[src/rtl/shift_capture_ctrl.sv]
// Purpose: sequences one WIDTH-bit frame into an external left-shift register, snapshots it and offers the word downstream.
// Latency: out_valid rises one cycle after the edge that shifts in the last bit; abort fires GAP_MAX idle cycles after the last bit.
// Backpressure: out_valid/out_data are held until out_ready; bits arriving while a word waits are dropped and flagged by overrun.
//
// Ports:
//   clk, reset        - rising-edge clock, asynchronous active-high reset
//   start             - frame request, sampled every cycle in IDLE and on the DELIVER handshake
//   bit_valid, bit_in - serial bit strobe and data
//   sr_data           - parallel output of the attached shift register
//   shift_enable      - shift strobe to the register (only in SHIFT)
//   shift_data        - serial data to the register (pass-through)
//   out_data/out_valid/out_ready - captured word, valid/ready handshake
//   busy              - controller is not idle
//   abort             - one-cycle pulse when a frame is dropped on a gap timeout
//   overrun           - one-cycle pulse per bit dropped while a word is pending
module shift_capture_ctrl #(
    parameter int WIDTH   = 8,
    parameter int GAP_MAX = 15
) (
    input  logic             clk,
    input  logic             reset,
    input  logic             start,
    input  logic             bit_valid,
    input  logic             bit_in,
    input  logic [WIDTH-1:0] sr_data,
    output logic             shift_enable,
    output logic             shift_data,
    output logic [WIDTH-1:0] out_data,
    output logic             out_valid,
    input  logic             out_ready,
    output logic             busy,
    output logic             abort,
    output logic             overrun
);

    localparam int CNT_W = $clog2(WIDTH + 1);
    localparam logic [CNT_W-1:0] LAST_BIT = CNT_W'(WIDTH - 1);
    localparam logic [7:0]       GAP_LAST = 8'(GAP_MAX - 1);

    typedef enum logic [1:0] {
        ST_IDLE,
        ST_SHIFT,
        ST_CAPTURE,
        ST_DELIVER
    } state_t;

    state_t             state_q, state_d;
    logic [CNT_W-1:0]   bit_cnt_q, bit_cnt_d;
    logic [7:0]         gap_cnt_q, gap_cnt_d;
    logic [WIDTH-1:0]   out_data_q, out_data_d;
    logic               out_valid_q, out_valid_d;
    logic               abort_q, abort_d;
    logic               overrun_q, overrun_d;

    always_ff @(posedge clk or posedge reset) begin
        if (reset) begin
            state_q     <= ST_IDLE;
            bit_cnt_q   <= '0;
            gap_cnt_q   <= '0;
            out_data_q  <= '0;
            out_valid_q <= 1'b0;
            abort_q     <= 1'b0;
            overrun_q   <= 1'b0;
        end else begin
            state_q     <= state_d;
            bit_cnt_q   <= bit_cnt_d;
            gap_cnt_q   <= gap_cnt_d;
            out_data_q  <= out_data_d;
            out_valid_q <= out_valid_d;
            abort_q     <= abort_d;
            overrun_q   <= overrun_d;
        end
    end

    always_comb begin
        state_d     = state_q;
        bit_cnt_d   = bit_cnt_q;
        gap_cnt_d   = gap_cnt_q;
        out_data_d  = out_data_q;
        out_valid_d = out_valid_q;
        abort_d     = 1'b0;
        overrun_d   = 1'b0;

        unique case (state_q)
            ST_IDLE: begin
                // bit_valid is deliberately ignored here: no shift, no overrun.
                if (start) begin
                    state_d   = ST_SHIFT;
                    bit_cnt_d = '0;
                    gap_cnt_d = '0;
                end
            end

            ST_SHIFT: begin
                // A bit arriving on the final gap cycle takes priority over the timeout.
                if (bit_valid) begin
                    bit_cnt_d = bit_cnt_q + CNT_W'(1);
                    gap_cnt_d = '0;
                    if (bit_cnt_q == LAST_BIT) begin
                        state_d = ST_CAPTURE;
                    end
                end else if (gap_cnt_q == GAP_LAST) begin
                    // Partial frame stays in the register; the next frame shifts WIDTH fresh bits over it.
                    state_d   = ST_IDLE;
                    abort_d   = 1'b1;
                    bit_cnt_d = '0;
                    gap_cnt_d = '0;
                end else begin
                    gap_cnt_d = gap_cnt_q + 8'd1;
                end
            end

            ST_CAPTURE: begin
                // Register has been frozen since the last bit, so sr_data is the complete frame.
                out_data_d  = sr_data;
                out_valid_d = 1'b1;
                overrun_d   = bit_valid;
                state_d     = ST_DELIVER;
            end

            ST_DELIVER: begin
                overrun_d = bit_valid;
                if (out_ready) begin
                    out_valid_d = 1'b0;
                    if (start) begin
                        // Back-to-back frame: skip IDLE entirely.
                        state_d   = ST_SHIFT;
                        bit_cnt_d = '0;
                        gap_cnt_d = '0;
                    end else begin
                        state_d = ST_IDLE;
                    end
                end
            end

            default: begin
                state_d = ST_IDLE;
            end
        endcase
    end

    assign shift_enable = (state_q == ST_SHIFT) && bit_valid;
    assign shift_data   = bit_in;
    assign out_data     = out_data_q;
    assign out_valid    = out_valid_q;
    assign busy         = (state_q != ST_IDLE);
    assign abort        = abort_q;
    assign overrun      = overrun_q;

endmodule
[config.mk]
export PLATFORM = sky130hd
export DESIGN_NAME = shift_capture_ctrl
export DESIGN_NICKNAME = d
export VERILOG_FILES = /design/src/rtl/shift_capture_ctrl.sv
export SDC_FILE = /design/constraint.sdc
export NUM_CORES = 1
export LEC_CHECK = 0
export BUFFER_PORTS_ARGS = -buffer_cell sky130_fd_sc_hd__clkbuf_2
export CAP_MARGIN = 10
export CORE_MARGIN = 4
export CORE_UTILIZATION = 25
export CTS_CLUSTER_DIAMETER = 30
export CTS_CLUSTER_SIZE = 8
export DETAILED_ROUTE_END_ITERATION = 10
export PLACE_DENSITY = 0.52
export SKIP_CTS_REPAIR_TIMING = 1
export SYNTH_ARGS = -nofsm -noshare
export SYNTH_HDL_FRONTEND = slang
export SYNTH_SLANG_ARGS = --single-unit
[constraint.sdc]
create_clock -name clk -period 1.9 [get_ports clk]
set_clock_uncertainty 0.15 [all_clocks]
set_input_delay 0.095 -clock clk [delete_from_list [all_inputs] [get_ports clk]]
set_output_delay 0.095 -clock clk [all_outputs]
set_load 0.03 [all_outputs]
# Word level (Yosys, flattened, before mapping)
# Cells that the tools add are included.
# word_totals
reg_bits,25
input_bits,14
out_inout_bits,14
elab_cells,51
# classes
add_sub_neg,2
eq_ne,9
n_mux,23
n_reduce_logical,10
# ops
operator,n
2-to-1 mux 8 bit,4
case mux 8 bit (3 select lines),1
2-to-1 mux 4 bit,4
case mux 4 bit (3 select lines),1
2-to-1 mux 2 bit,5
"adder 8 x 1 -> 8 bit, second input constant",1
"== test 8 x 4 -> 1 bit, second input constant",1
case mux 2 bit (4 select lines),1
2-to-1 mux 1 bit,6
"inequality test 3 bit, second input constant",2
"adder 4 x 1 -> 4 bit, second input constant",1
"== test 2 bit, second input constant",2
"== test 4 x 3 -> 1 bit, second input constant",1
"inequality test 2 bit, second input constant",2
AND reduction 2 bit,2
AND reduction 4 bit,1
nonzero test 2 bit,2
AND reduction 3 bit,1
nonzero test 3 bit,1
"== test 2 x 1 -> 1 bit, second input constant",1
logical NOT 2 bit,1
case mux 1 bit (2 select lines),1
OR reduction 2 bit,1
logical AND 1 bit,1

# Longest topological paths before layout
# Gate-level depths: netlist of run 1.
# depth
depth_word,4
mapped_depth,5
depth_no_buf,5

# Worst setup path before layout of run 1
# OpenSTA, ideal clock, no wires.
# synth_path
path_kind,reg-to-reg
from,register gap_cnt_q[5]
to,register bit_cnt_q[3]
setup_time_ns,0.137
arrival_time_ns,1.341
required_ns,1.613
path_slack_ns,0.272
path_stages_with_launch,5
path_buffers,0
period_less_slack_ns,1.628
path_cell_list,dfrtp_1 -> nor4_1 -> a31o_2 -> a21boi_4 -> a31oi_4
# synth_via
elab_chain_len,3
# synth_rtl
item,line_no,text
from (decl),49,"logic [7:0] gap_cnt_q, gap_cnt_d;"
from (signal assigned),67,gap_cnt_q <= gap_cnt_d;
== test 8 x 4 -> 1 bit,102,end else if (gap_cnt_q == GAP_LAST) begin
inequality test 3 bit (no line),--,
AND reduction 3 bit (no line),--,
to (signal assigned),66,bit_cnt_q <= bit_cnt_d;
to (decl),48,"logic [CNT_W-1:0] bit_cnt_q, bit_cnt_d;"
# No other way between the ends.
# A chain may end at the register's enable or synchronous reset.

==> impl_results.md, run 1 <==
- Run status: complete, but fails checks
- Violated checks: hold timing
- Initial antenna violation count: 0
- Minimum setup slack in the final design: just under 80 ps
- Net count of the finished layout: 164
- Commonest cells after routing, fill and taps aside: sky130_fd_sc_hd__clkbuf_2, sky130_fd_sc_hd__dfrtp_1, sky130_fd_sc_hd__nor2_1, sky130_fd_sc_hd__dlygate4sd3_1, sky130_fd_sc_hd__mux2_2
- Global routing met2 resource utilization: 14.73%
- Data required time of the critical path: 1940 ps
- Pre-CTS WS: about 64 ps
- Fraction of the yosys area taken by sequential cells: 51.44%
- Detailed-router iteration count before antenna repair: 4
- Final-report setup violation count: 0
- GP Congestion: 0.7771
- Met1 Resource Use GR: 10.83%
- Setup tns final: 0 ps
- Starting utilization of the core area: 25.75%
- CTS Root Cell: sky130_fd_sc_hd__clkbuf_8
- Post-synthesis cell count: 106
- Most common library cell in the layout ignoring fill and taps: sky130_fd_sc_hd__clkbuf_2
- Mean post-synth cell area: 11.47 um2
- Flip-flop and latch count after synthesis: 25
- # DRC: 0
- First-pass GRT wire length: 4.278 mm
- Share of the cycle needed by the critical path after routing: 95.94%
- Area enclosed by the die boundary: approximately 6000 um2
- Type of the most critical hold path: in -> reg
- Critical Path Source Type: flip-flop
- Routed vias: roughly 910
- Final critical-path required period: 1823 ps
- Cell types with the largest area share after synthesis: sky130_fd_sc_hd__dfrtp_1, sky130_fd_sc_hd__mux2_2, sky130_fd_sc_hd__xnor2_1, sky130_fd_sc_hd__ha_1, sky130_fd_sc_hd__nor2_1
- Number of placement rows: 25
- Met3 Track Usage GR: 2.552%
- Category of the worst setup path capture point: flip-flop
- Unrepaired setup endpoints after global routing: false
- Most used routing layer: met2
- Area of the core: 4723 um2
- Non-filler cells in the finished layout: 213
- Worst-case clock buffer depth: 2
- Post-synthesis instance area: 1216 um2
- Via count of the first global-routing pass: between 900 and 1000
- Maximum number of pins on one net before global-route repair: 26
- Die W: 77.75 um
- Unique cell type count in the Yosys netlist: 34
- WHS: -8.674 ps
- Worst-path clk slew: ~90 ps
- H-tree level count: 1
- Fraction of final layout cells sized beyond drive strength 1: 36.30%
- Areal power density over the cells: 1261 nW/um2
- Critical path class: reg -> reg
- HPWL after detailed placement: 1.873 mm
- Number of hold-slack violations in the final timing report: 2
- Number of max-cap violations: 0
- Die span in y: 77.75 um
- Synth warnings: 0
- Arrival time worst endpoint: around 1900 ps
- Overall fraction of global-route tracks in use: 9.000%
- Post-Syn Nets: between 100 and 150
- Final slew viol count: 0
- Layout Area Growth over Synthesis: 30.25%
- Static leakage: slightly below 0.7 nW
- Inserted Clock Buffers: 3
- Clock latency at the later pin of the worst-skew pair: about 270 ps
- Maximum fanout along the worst path: 9
- Slew at the pin closest to its max-slew limit: 373.6 ps
- Largest voltage drop on the vdd net: about 0.00043 V
- IO buf count: 25
- CTS tree: yes
- Post-detailed-routing wire length: 2.521 mm
- N_diodes: 0
- Iteration-0 DRC Markers: 22
- Max Clk Rate: 0.5486 GHz
- Number of clock sinks seen by CTS: 25
- Worst slew slack as a fraction of its limit: between 70 and 80%
- Cell type with the highest aggregate area in the netlist: sky130_fd_sc_hd__dfrtp_1
- Average detailed-routed wire length per instance: 11.84 um
- Antenna viol nets, final: 0
- Top-level I/O count: 28
- Overflow after GRT: 0
- Average via count per standard cell: 4.291
- Share of the synthesized area in the top cell type: 51.44%
- Cell Count Post-Placement: about 200
[metal layers]
layer  vias to the layer above  routed length [um]
met3                         4                 126
met2                        22                1231
met1                       441                1117
met4                         0                  45
met5                         -                   0
li1                        447                   -
[through the flow]
| step | total power [mW] | hold WS [ps] | util [%] | area, um2 |
|---|---|---|---|---|
| after floorplan | 1.447 | -27.68 | - | 1216 |
| after global placement | 1.627 | 1.833 | 30.01 | 1418 |
| after detailed placement | 1.657 | 4.258 | 30.01 | 1418 |
| after CTS | 1.986 | -300.0 | 31.05 | 1466 |
| after global routing | 2.125 | 10.52 | 33.54 | 1584 |
| final | 1.998 | -8.674 | 33.54 | 1584 |
[registers in the layout, summed over array words and instances, names as in the netlist, named ones only]
register,count
state_q,1
gap_cnt_q,8
abort,1
out_data,8
bit_cnt_q,4
overrun,1
out_valid,1
[cells in the mapped netlist]
cell,count
sky130_fd_sc_hd__nand3_2,1
sky130_fd_sc_hd__inv_1,6
sky130_fd_sc_hd__a2111oi_2,1
sky130_fd_sc_hd__a211oi_1,2
sky130_fd_sc_hd__nor2_1,10
sky130_fd_sc_hd__nor4_1,1
sky130_fd_sc_hd__o21ai_2,1
sky130_fd_sc_hd__buf_4,1
sky130_fd_sc_hd__a21oi_2,1
sky130_fd_sc_hd__a31oi_4,1
sky130_fd_sc_hd__ha_1,3
sky130_fd_sc_hd__mux2_2,8
sky130_fd_sc_hd__a21boi_4,1
sky130_fd_sc_hd__a31oi_1,1
sky130_fd_sc_hd__nand3b_1,2
sky130_fd_sc_hd__mux2i_2,1
sky130_fd_sc_hd__o21a_1,1
sky130_fd_sc_hd__dfrtp_1,25
sky130_fd_sc_hd__and2_1,2
sky130_fd_sc_hd__xnor2_1,6
sky130_fd_sc_hd__a22oi_1,1
sky130_fd_sc_hd__nand2b_1,2
sky130_fd_sc_hd__o21bai_4,1
sky130_fd_sc_hd__a21oi_1,4
sky130_fd_sc_hd__or2_2,1
sky130_fd_sc_hd__o2bb2ai_1,1
sky130_fd_sc_hd__nand2_1,7
sky130_fd_sc_hd__o21ai_0,2
sky130_fd_sc_hd__nand3_1,7
sky130_fd_sc_hd__buf_6,1
sky130_fd_sc_hd__nand4_1,1
sky130_fd_sc_hd__a31o_2,1
sky130_fd_sc_hd__or3b_1,1
sky130_fd_sc_hd__clkbuf_1,1
[worst max-delay path, cell delays in order (launching register included)]
cell and delay [ps]:
sky130_fd_sc_hd__dfrtp_2 470, sky130_fd_sc_hd__or3b_1 420, sky130_fd_sc_hd__a31o_2 260, sky130_fd_sc_hd__a21boi_4 140, sky130_fd_sc_hd__buf_4 160, sky130_fd_sc_hd__mux2i_2 150
[power by group]
group | switching, mW | internal (mW) | total [mW]
Clock | 0.170 | 0.149 | 0.319
Sequential | 0.147 | 0.696 | 0.842
Combinational | 0.511 | 0.326 | 0.837
Total | 0.828 | 1.17 | 2.00
[logic make-up after synthesis]
| family | share of synthesized area, % |
|---|---|
| xor+xnor | 4.321 |
| simple gates | 14.51 |
| buf+inv | 3.703 |
| compound gates | 14.40 |
| flops | 51.44 |
| fa+ha+maj | 3.087 |
| mux | 8.539 |
[path summary, 6_finish.rpt]
kind                                  startpoint                         end  slack [ps]  cells after the start
max                                    flip-flop    bit_cnt_q[0]$_DFFE_PP0P_          80                      5
min                                    out_ready       out_valid$_DFFE_PP0P_          -9                      4
max reg2reg                            flip-flop    bit_cnt_q[0]$_DFFE_PP0P_          80                      5
min reg2reg                out_valid$_DFFE_PP0P_       out_valid$_DFFE_PP0P_         330                      2
max in group asynchronous                  reset  asynchronous set/reset pin        1090                      4
min in group asynchronous                  reset    gap_cnt_q[7]$_DFFE_PP0P_         240                      4
[cell type report]
cell class,count,area [um2]
Multi-Input combinational cell,72,545.5
Fill cell,476,3139
Tap cell,67,83.83
Sequential cell,25,628.1
Timing Repair Buffer,39,255.2
Inverter,6,22.52
Clock buffer,3,41.29
Clock inverter,1,7.507
Power figures use the tool's default switching activity.
==> run 2: changes to the inputs <==
- BUFFER_PORTS_ARGS: -buffer_cell sky130_fd_sc_hd__clkbuf_2 -> default
- DONT_BUFFER_PORTS: default -> 1
- PLACE_DENSITY: 0.52 -> 0.47
==> impl_results.md, run 2 (synthesis gave the netlist of run 1 again) <==
- CTS Root Cell: sky130_fd_sc_hd__clkbuf_8
- Overflow after GRT: 0
- Category of the worst setup path capture point: flip-flop
- Crit path max-delay cell type: sky130_fd_sc_hd__dfrtp_2
- Commonest cells after routing, fill and taps aside: sky130_fd_sc_hd__dfrtp_1, sky130_fd_sc_hd__dlygate4sd3_1, sky130_fd_sc_hd__nor2_1
- Final slew viol count: 0
- Layout Area Growth over Synthesis: 22.12%
- Unrepaired setup endpoints after global routing: false
- Routed vias: between 800 and 900
- Top-level I/O count: 28
- Inserted Clock Buffers: 3
- Average detailed-routed wire length per instance: 12.55 um
- Clock latency at the later pin of the worst-skew pair: roughly 280 ps
- Critical path class: reg -> reg
- Number of placement rows: 25
- Largest voltage drop on the vdd net: 0.0003657 V
- Via count of the first global-routing pass: 803
- Die span in y: 77.75 um
- Average via count per standard cell: 4.330
- Slew at the pin closest to its max-slew limit: 408.9 ps
- Final critical-path required period: 1817 ps
- Iteration-0 DRC Markers: 11
- Number of clock sinks seen by CTS: 25
- Starting utilization of the core area: 25.75%
- WHS: -6.521 ps
- Fraction of final layout cells sized beyond drive strength 1: 22.58%
- Areal power density over the cells: roughly 1300 nW/um2
- Critical Path Source Type: flip-flop
- Antenna viol nets, final: 0
- Highest cell delay on the worst timing path: roughly 460 ps
- H-tree level count: 1
- Buf+Inv Stages, Crit Path: 1
- # DRC: 0
- Maximum fanout along the worst path: 9
- Static leakage: 0.6024 nW
- Post-detailed-routing wire length: around 2.4 mm
- CTS tree: yes
- Cell class contributing the biggest share of worst-path delay: compound AO/OA/AOI/OAI gates
- GP Congestion: 0.7758
- Overall fraction of global-route tracks in use: 7.913%
- Setup tns final: 0 ps
- Run status: complete, but fails checks
- Area enclosed by the die boundary: 6044 um2
- # fillers: 485
- Worst slew slack as a fraction of its limit: approximately 72%
- Type of the most critical hold path: in -> reg
- Total power of the final layout: approximately 1.9 mW
- First-pass GRT wire length: ~3.8 mm
- Detailed-router iteration count before antenna repair: 4
- Final-report setup violation count: 0
- HPWL after detailed placement: 1.697 mm
- Max Clk Rate: 0.5504 GHz
- Arrival time worst endpoint: between 1500 and 2000 ps
- Initial antenna violation count: 0
- Number of hold-slack violations in the final timing report: 1
- Number of max-cap violations: 0
- Violated checks: hold timing
- Maximum number of pins on one net before global-route repair: 26
- Most common library cell in the layout ignoring fill and taps: sky130_fd_sc_hd__dfrtp_1
- Net count of the finished layout: roughly 140
- Reg-to-reg slack, setup: 80 ps
- Worst-path clk slew: 90 ps
- Worst-case clock buffer depth: 2
- Cell breakdown of the critical path: or3b_1, a31o_2, a21boi_4, buf_4, a31oi_4
- Die W: 77.75 um
- Area of the core: ~4700 um2
- IO buf count: 0
- Data required time of the critical path: between 1500 and 2000 ps
- N_diodes: 0
- Share of the cycle needed by the critical path after routing: 95.62%
==> run 2: cell types whose count changed in the layout (fill, tap and decap cells not counted), sizes merged <==
cell	before	now
clkbuf	28	3
buf	4	5
dlygate4sd3	10	12
==> run 2: where the power goes <==
| group | internal [mW] | total (mW) | switching, mW | leakage (nW) |
|---|---|---|---|---|
| Combinational | 0.268 | 0.557 | 0.289 | 0.263 |
| Clock | 0.149 | 0.333 | 0.184 | 0.0217 |
| Sequential | 0.691 | 1.04 | 0.345 | 0.318 |
| Total | 1.11 | 1.93 | 0.818 | 0.602 |
==> run 2: path summary, 6_finish.rpt <==
path                                   startpoint                         end  depth (start not counted)
hold reg to reg            state_q[0]$_DFFE_PP0P_      state_q[0]$_DFFE_PP0P_                          1
hold / removal                          out_ready      state_q[0]$_DFFE_PP0P_                          3
max in group asynchronous                   reset  asynchronous set/reset pin                          3
setup / recovery                        flip-flop    bit_cnt_q[3]$_DFFE_PP0P_                          5
min in group asynchronous                   reset     out_data[3]$_DFFE_PP0N_                          3
setup reg to reg                        flip-flop    bit_cnt_q[3]$_DFFE_PP0P_                          5
==> run 2: worst register-to-register path, cell delays in order (launching register included) <==
cell                       delay, ps
sky130_fd_sc_hd__dfrtp_2         460
sky130_fd_sc_hd__or3b_1          440
sky130_fd_sc_hd__a31o_2          270
sky130_fd_sc_hd__a21boi_4        140
sky130_fd_sc_hd__buf_4           160
sky130_fd_sc_hd__a31oi_4         140
==> run 2: per-stage QoR <==
stage / instance area [um2] / cells / utilization [%] / hold slack, ps / setup WS [ps]
after global placement: 1300 / 173 / 27.52 / -95.54 / 119.1
after detailed placement: 1300 / 173 / 27.52 / -87.99 / 64.70
after global routing: 1485 / 191 / 31.44 / 3.166 / 24.56
final: 1485 / 191 / 31.44 / -6.521 / 83.27
after CTS: 1349 / 177 / 28.56 / -391.2 / 46.84
after floorplan: 1216 / 106 / - / -27.68 / 271.8
==> run 2: cell type report <==
cell class,count,area (um2),area share [%]
Sequential cell,25,626.9,42.21
Multi-Input combinational cell,72,545.5,36.73
Clock buffer,3,41.29,2.780
Clock inverter,1,7.507,0.5055
Tap cell,67,83.83,5.644
Timing Repair Buffer,17,157.7,10.62
Inverter,6,22.52,1.516
==> run 2: routing by layer <==
| metal | up-vias | share of wire, % | GRT usage (%) |
|---|---|---|---|
| met2 | 13 | 50 | 12.33 |
| met5 | - | 0 | 0 |
| li1 | 402 | - | - |
| met3 | 5 | 3.5 | 2.204 |
| met1 | 407 | 45 | 9.855 |
| met4 | 0 | 2.2 | 4.270 |
==> run 3: changes to the inputs <==
- SETUP_SLACK_MARGIN: default -> 0.4
- clock period: 1.9 -> 1.93 ns (I/O delays scaled with it)
==> impl_results.md, run 3 (synthesis gave the netlist of run 1 again) <==
- Overflow after GRT: 0
- Critical path class: reg -> reg
- # fillers: between 400 and 500
- Arrival time worst endpoint: 1780 ps
- Post-detailed-routing wire length: 2.704 mm
- Iteration-0 DRC Markers: 37
- N_diodes: 0
- Top-level I/O count: 28
- Pre-CTS WS: 153.1 ps
- Startpoint of the tightest hold check path: bit_in
- Maximum fanout along the worst path: 5
- Minimum setup slack in the final design: 199.0 ps
- # DRC: 0
- Worst-path clk slew: 90 ps
- Commonest cells after routing, fill and taps aside: sky130_fd_sc_hd__dfrtp_1, sky130_fd_sc_hd__dlygate4sd3_1, sky130_fd_sc_hd__buf_4
- Slew at the pin closest to its max-slew limit: between 300 and 400 ps
- Cell class contributing the biggest share of worst-path delay: compound AO/OA/AOI/OAI gates
- CTS tree: yes
- Worst-case clock buffer depth: 2
- H-tree level count: 1
- Area enclosed by the die boundary: 6044 um2
- Layout Area Growth over Synthesis: 41.26%
- Clock latency at the later pin of the worst-skew pair: 270 ps
- Static leakage: roughly 0.69 nW
- Fraction of final layout cells sized beyond drive strength 1: between 30% and 40%
- Reg-to-reg slack, setup: between 150 and 200 ps
- Max Clk Rate: 0.5777 GHz
- Average detailed-routed wire length per instance: 13.32 um
- Final instance area: 1718 um2
- Areal power density over the cells: 1279 nW/um2
- Final-report setup violation count: 0
- Number of max-cap violations: 0
- Share of the cycle needed by the critical path after routing: 89.69%
- Cell breakdown of the critical path: or3b_4, a31o_4, a21boi_4, buf_12, a31oi_4
- Count of cells along the worst register-to-register path: 5
- Antenna viol nets, final: 0
- Setup tns final: 0 ps
- Die span in y: just under 80 um
- Initial antenna violation count: 0
- Detailed-router iteration count before antenna repair: 4
- Inserted Clock Buffers: 3
- Number of clock sinks seen by CTS: 25
- Run status: complete, no violations
- Highest cell delay on the worst timing path: roughly 440 ps
- HPWL after detailed placement: between 1.5 and 2 mm
- Crit path max-delay cell type: sky130_fd_sc_hd__dfrtp_2
- Average via count per standard cell: 4.379
- Overall fraction of global-route tracks in use: 7.596%
- Most common library cell in the layout ignoring fill and taps: sky130_fd_sc_hd__dfrtp_1
- Instance area after placement: 1299 um2
- IO buf count: 0
- Buf+Inv Stages, Crit Path: 1
- Starting utilization of the core area: 25.75%
- Final core utilization: between 30% and 40%
- Area of the core: 4723 um2
- Via count of the first global-routing pass: 815
- Worst Hold Path EP: shift_data
- Data required time of the critical path: 1980 ps
- First-pass GRT wire length: 3.753 mm
- Final slew viol count: 0
- Critical Path Source Type: flip-flop
- Largest voltage drop on the vdd net: roughly 0.0004 V
- Number of placement rows: 25
- Cell Count Post-Placement: 172
- Type of the most critical hold path: in -> out
- End of the worst register-to-register path: bit_cnt_q[3]$_DFFE_PP0P_
- Net count of the finished layout: 154
- Hold Path Stages: 0
- Routed vias: 889
- Unrepaired setup endpoints after global routing: true
- GP Congestion: 0.7622
- Non-filler cells in the finished layout: around 200
- CTS Root Cell: sky130_fd_sc_hd__clkbuf_8
- Die W: 77.75 um
- Worst slew slack as a fraction of its limit: 78.53%
- Number of hold-slack violations in the final timing report: 0
- Category of the worst setup path capture point: flip-flop
- Maximum number of pins on one net before global-route repair: 26
- Final critical-path required period: 1731 ps
## run 3: changes by cell type in the layout (fill, tap and decap cells not counted), sizes merged
cell | before | now
o21bai | 1 | 2
clkbuf | 3 | 4
buf | 5 | 15
## run 3: worst max-delay path by stage
stage                                   from                        to  slack (ps)  cells past startpoint
finish                             flip-flop  bit_cnt_q[3]$_DFFE_PP0P_         200                      5
global route        gap_cnt_q[6]$_DFFE_PP0P_  bit_cnt_q[2]$_DFFE_PP0P_         160                      5
CTS                 gap_cnt_q[7]$_DFFE_PP0P_  bit_cnt_q[3]$_DFFE_PP0P_         140                      4
detailed placement  gap_cnt_q[7]$_DFFE_PP0P_  bit_cnt_q[3]$_DFFE_PP0P_         150                      4
global placement      state_q[0]$_DFFE_PP0P_  bit_cnt_q[3]$_DFFE_PP0P_         190                      4
floorplan           gap_cnt_q[7]$_DFFE_PP0P_  bit_cnt_q[3]$_DFFE_PP0P_         340                      4
## run 3: metal layers
metal | part of all wire, % | track usage (%)
met4 | 1.9 | 3.381
met3 | 2.4 | 1.740
met2 | 52 | 12.24
met5 | 0 | 0
met1 | 44 | 9.645
## run 3: where the power goes
part | internal, mW | switching (mW) | leakage, nW
clock | 0.147 | 0.174 | 0.0217
sequential | 0.682 | 0.331 | 0.317
combinational | 0.464 | 0.400 | 0.355
## run 3: per-stage QoR
| stage | hold slack, ps | total power [mW] |
|---|---|---|
| finish | 43.01 | 2.197 |
| global route | 43.09 | 2.331 |
| CTS | -387.6 | 1.832 |
| detailed placement | -86.86 | 1.512 |
| global placement | -99.41 | 1.497 |
| floorplan | -26.18 | 1.425 |
## run 3: cell type report
| type | count | area, um2 | share of cell area, % |
|---|---|---|---|
| clock buffers | 3 | 41.29 | 2.403 |
| clock inverters | 1 | 7.507 | 0.4370 |
| inverters | 6 | 22.52 | 1.311 |
| multi-input cells | 73 | 648.1 | 37.73 |
| flip-flops and latches | 25 | 628.1 | 36.56 |
| well taps | 67 | 83.83 | 4.880 |
| repair buffers | 28 | 286.5 | 16.68 |
